==> src/rtl/gpio_modport.sv <==
// GPIO input capture: polarity-corrects the pin vector, registers it, flags
// per-bit rising/falling edges and keeps a saturating count of changed captures.
module gpio_modport #(
  parameter int WIDTH = 32,
  parameter int CNT_W = 16
) (
  input  logic             clk,
  input  logic             rst,
  input  logic [WIDTH-1:0] gpio_pin,
  input  logic [WIDTH-1:0] invert_mask,
  input  logic             hold,
  input  logic             clr_count,
  output logic [WIDTH-1:0] gpio_pin_passive,
  output logic [WIDTH-1:0] rise,
  output logic [WIDTH-1:0] fall,
  output logic             changed,
  output logic [CNT_W-1:0] change_count
);

  logic [WIDTH-1:0] passive_q, passive_d;
  logic [WIDTH-1:0] rise_q, rise_d;
  logic [WIDTH-1:0] fall_q, fall_d;
  logic             changed_q, changed_d;
  logic [CNT_W-1:0] count_q, count_d;
  logic [WIDTH-1:0] cur;
  logic             diff;

  // The mask is applied before comparison, so a mask change alone is a pin change.
  assign cur  = gpio_pin ^ invert_mask;
  assign diff = |(cur ^ passive_q);

  always_comb begin
    passive_d = passive_q;
    rise_d    = '0;
    fall_d    = '0;
    changed_d = 1'b0;
    count_d   = count_q;
    if (!hold) begin
      passive_d = cur;
      rise_d    = cur & ~passive_q;
      fall_d    = passive_q & ~cur;
      changed_d = diff;
      if (diff && (count_q != {CNT_W{1'b1}})) begin
        count_d = count_q + 1'b1;
      end
    end
    // Clear wins over a simultaneous increment.
    if (clr_count) begin
      count_d = '0;
    end
  end

  always_ff @(posedge clk) begin
    if (rst) begin
      passive_q <= '0;
      rise_q    <= '0;
      fall_q    <= '0;
      changed_q <= 1'b0;
      count_q   <= '0;
    end else begin
      passive_q <= passive_d;
      rise_q    <= rise_d;
      fall_q    <= fall_d;
      changed_q <= changed_d;
      count_q   <= count_d;
    end
  end

  assign gpio_pin_passive = passive_q;
  assign rise             = rise_q;
  assign fall             = fall_q;
  assign changed          = changed_q;
  assign change_count     = count_q;

endmodule

==> config.mk <==
export PLATFORM = sky130hd
export DESIGN_NAME = gpio_modport
export DESIGN_NICKNAME = d
export VERILOG_FILES = /design/src/rtl/gpio_modport.sv
export SDC_FILE = /design/constraint.sdc
export NUM_CORES = 1
export LEC_CHECK = 0
export CORE_MARGIN = 2
export CORE_UTILIZATION = 49
export CTS_CLUSTER_SIZE = 10
export DETAILED_ROUTE_END_ITERATION = 10
export GPL_TIMING_DRIVEN = 0
export PLACE_DENSITY = 0.86
export SLEW_MARGIN = 20
export SYNTH_ARGS = -nofsm -noshare
export SYNTH_HDL_FRONTEND = slang
export SYNTH_SLANG_ARGS = --single-unit
==> constraint.sdc <==
create_clock -name clk -period 6 [get_ports clk]
set_input_delay 0.9 -clock clk [delete_from_list [all_inputs] [get_ports clk]]
set_output_delay 0.9 -clock clk [all_outputs]
set_load 0.005 [all_outputs]
==> metrics.log <==
[metrics] Num CTS Buffers: 17
[metrics] unrepaired setup endpoints after global routing: false
[metrics] final number of max-transition violations: 0
[metrics] Crit Path Max Fanout: 10
[metrics] flip-flop and latch count after synthesis: 113
[metrics] Simple-Gate Fraction of Synth Area: 0.187
[metrics] buffer cell driving the clock tree root: sky130_fd_sc_hd__clkbuf_8
[metrics] area share of fa/ha/maj cells after synthesis: 0.161
[metrics] remaining global-route overflow: 0
[metrics] Hold Buf Count CTS: 0
[metrics] number of placed instances with taps included: 857
[metrics] number of levels in the clock H-tree: 4
[metrics] Data required, critical path: 6.37 ns
[metrics] worst min path class: reg -> reg
[metrics] Global Route Usage Sum: 0.242
[metrics] critical path data arrival time: 3.60 ns
[metrics] clock tree from TritonCTS: yes
[metrics] peak supply drop: 158 uV
[metrics] post-detail-place hpwl: 9910 um
[metrics] final worst path period share: 0.539
[metrics] number of port buffers: 179
[metrics] Cell variety after synth: 32
[metrics] worst slew margin relative to its limit: 0.410
[metrics] synthesized-area fraction occupied by ao, oa, aoi and oai cells: 0.0761
[metrics] net count of the mapped netlist: 675
[metrics] pin count of the biggest net entering global routing: 17
[metrics] net total in the final layout: 873
[metrics] FP Rows: 37
[metrics] vias per cell: 4.90
[metrics] Synth warnings: 0
[metrics] first-pass GRT wire length: 21200 um
[metrics] critical path launch point type: input pin
[metrics] vias in the first global route: 4195
[metrics] buffer levels on the longest clock path: 2
[metrics] power density over cell area: 271 mW/mm2
[metrics] Residual DRC: 0
[metrics] slew at the pin closest to its max-slew limit: 0.877 ns
[metrics] core region area: 0.0102 mm2
[metrics] minimum clock period: 3.23 ns
[metrics] result of the run: finished, final reports clean
[metrics] vertical die dimension: 106 um
[metrics] setup repair bufs after CTS: 0
[metrics] die outline area: 0.0112 mm2
[metrics] sequential share of the synthesized area: 0.447
[metrics] initial DRC count: 258
[metrics] critical setup path kind: in -> reg
[metrics] fill cell total of the finished layout: 723
[metrics] post-cts resize count: 0
[metrics] max-cap violation count: 0
[metrics] x dimension of the die: 106 um
[metrics] final-layout setup total negative slack: 0 ns
[metrics] Area Growth Syn to Fin: 49.9%
[metrics] dominant combinational cell family by area after synthesis: simple AND/OR/NAND/NOR gates
[metrics] # setup viols final: 0
[metrics] antenna violation net count after detailed routing: 0
[metrics] synthesized instance count: 542
[metrics] worst reg-to-reg setup slack: 3.50 ns
[metrics] 1st-pass router iterations: 6
[metrics] critical path endpoint category: register
[metrics] post-synthesis cell area: 0.00506 mm2
[metrics] skew final: 0.0112 ns
[metrics] Layout Cells excl Fill: 889
[metrics] post-route core utilization: 0.745
[metrics] maximum clock frequency: 309 MHz
[metrics] detailed-route wire length per cell: 15.2 um
[metrics] commonest cells after routing, fill and taps aside: sky130_fd_sc_hd__clkdlybuf4s50_1 (179), sky130_fd_sc_hd__dfxtp_1 (113), sky130_fd_sc_hd__nor2_1 (74)
[metrics] worst slack on hold paths: 0.510 ns
[metrics] Via Count: 4356
[metrics] clock insertion delay at the later pin of the skew report: 0.51 ns
[metrics] cell type with the largest total area after synthesis: sky130_fd_sc_hd__dfxtp_1
[metrics] wire length reported by the detailed router: 13500 um
[metrics] clock sink count: 113
[metrics] Leak: 0.00317 uW
[metrics] number of antenna violations at the first check in global routing: 0
[metrics] mux cell area share after synthesis: 0
[metrics] Post-Synth XOR/XNOR Area: 0.0640
[metrics] Avg Inst Size Synth: 9.34 um2
[metrics] leading post-synthesis cells by cell area: sky130_fd_sc_hd__dfxtp_1 (45%), sky130_fd_sc_hd__ha_1 (16%), sky130_fd_sc_hd__and2_1 (7.9%), sky130_fd_sc_hd__xnor2_1 (6.4%), sky130_fd_sc_hd__nor2_1 (5.5%)
[metrics] share of post-route cells with drive strength above 1: 0.0518
[metrics] I/O pin total: 181
[metrics] global placement routability congestion: 0.808
[metrics] most common cell after layout, fill and taps aside: sky130_fd_sc_hd__clkdlybuf4s50_1
[metrics] number of failing hold endpoints at the final stage: 0
[metrics] clock slew at reported path FFs: 0.05 ns
[metrics] effective utilization at floorplan: 0.497
[metrics] diode insertion count for antenna repair: 0
[metrics] Synth top area share: 0.447
-- cells in the mapped netlist --
cell,count
sky130_fd_sc_hd__o31ai_1,4
sky130_fd_sc_hd__nor2_1,74
sky130_fd_sc_hd__dfxtp_1,113
sky130_fd_sc_hd__a211oi_1,4
sky130_fd_sc_hd__o41ai_4,1
sky130_fd_sc_hd__or2_2,1
sky130_fd_sc_hd__nand4_2,1
sky130_fd_sc_hd__o41ai_1,1
sky130_fd_sc_hd__nor4_2,2
sky130_fd_sc_hd__buf_1,5
sky130_fd_sc_hd__a21boi_0,1
sky130_fd_sc_hd__inv_1,65
sky130_fd_sc_hd__a21oi_1,40
sky130_fd_sc_hd__a31o_2,1
sky130_fd_sc_hd__nand3_1,8
sky130_fd_sc_hd__nand2_1,6
sky130_fd_sc_hd__and2_1,64
sky130_fd_sc_hd__and3_1,2
sky130_fd_sc_hd__ha_1,65
sky130_fd_sc_hd__a21oi_2,2
sky130_fd_sc_hd__a31oi_1,1
sky130_fd_sc_hd__and4_1,2
sky130_fd_sc_hd__o21ai_1,3
sky130_fd_sc_hd__buf_8,1
sky130_fd_sc_hd__nand4_1,12
sky130_fd_sc_hd__o311ai_1,1
sky130_fd_sc_hd__a21o_4,1
sky130_fd_sc_hd__a41o_1,1
sky130_fd_sc_hd__xnor2_1,37
sky130_fd_sc_hd__or3_1,4
sky130_fd_sc_hd__clkbuf_1,15
sky130_fd_sc_hd__or4_1,4
-- state kept, by name (all words and copies together) (netlist names) --
name	count
fall	32
gpio_pin_passive	32
rise	32
change_count	16
changed	1
-- through the flow --
stage	worst slack, ns	instance area (um2)	total power (uW)
6_report	2.77	7590	2060
5_1_grt	2.57	7590	2140
4_1_cts	2.78	7590	2070
3_5_place_dp	2.36	7030	1100
3_3_place_gp	2.42	7030	1090
2_1_floorplan	3.30	5060	939
-- critical path, cell delays in order --
cell                              delay (ns)
sky130_fd_sc_hd__clkdlybuf4s50_1        0.41
sky130_fd_sc_hd__xnor2_1                0.28
sky130_fd_sc_hd__inv_1                  0.08
sky130_fd_sc_hd__ha_1                   0.31
sky130_fd_sc_hd__nand4_1                0.15
sky130_fd_sc_hd__nor4_2                 0.81
sky130_fd_sc_hd__a21o_4                 0.27
sky130_fd_sc_hd__buf_8                  0.14
sky130_fd_sc_hd__o311ai_1               0.13
sky130_fd_sc_hd__o41ai_1                0.12
-- path summary, 6_finish.rpt --
path / cells past startpoint / end / start
setup / recovery: 10 / change_count[11]$_SDFFE_PP0P_ / invert_mask[0]
setup reg to reg: 8 / change_count[11]$_SDFFE_PP0P_ / gpio_pin_passive[20]$_SDFFE_PP0N_
hold reg to reg: 2 / change_count[1]$_SDFFE_PP0P_ / change_count[1]$_SDFFE_PP0P_
hold / removal: 2 / change_count[1]$_SDFFE_PP0P_ / change_count[1]$_SDFFE_PP0P_
-- metal layers --
| layer | up-vias | track usage | share of wire |
|---|---|---|---|
| met2 | 209 | 0.418 | 0.49 |
| met3 | 21 | 0.0705 | 0.081 |
| li1 | 2133 | - | - |
| met4 | 0 | 0.0752 | 0.015 |
| met5 | - | 0 | 0 |
| met1 | 1993 | 0.290 | 0.41 |
-- kinds of logic (layout without fill, tap and decap cells) --
kind of cell    count (synthesis)  count (layout)
flops                         113             113
xor+xnor                       37              37
simple gates                  180             180
compound gates                 61              61
buf+inv                        86             297
fa+ha+maj                      65              65
-- report_power, final --
| group | switching (uW) | leakage, uW | total, uW | internal, uW |
|---|---|---|---|---|
| Combinational | 130 | 0.00197 | 283 | 154 |
| Sequential | 21.9 | 0.000922 | 804 | 782 |
| Clock | 345 | 0.000282 | 971 | 627 |
-- layout make-up --
cell class	instances	area (um2)	area share
timing repair buffer	179	1790	0.236
buffer	21	90.1	0.0119
inverter	65	244	0.0321
multi-input combinational	343	2470	0.325
clock inverter	12	141	0.0186
tap	136	170	0.0224
sequential	113	2260	0.298
clock buffer	20	425	0.0560
Power figures use the tool's default switching activity.
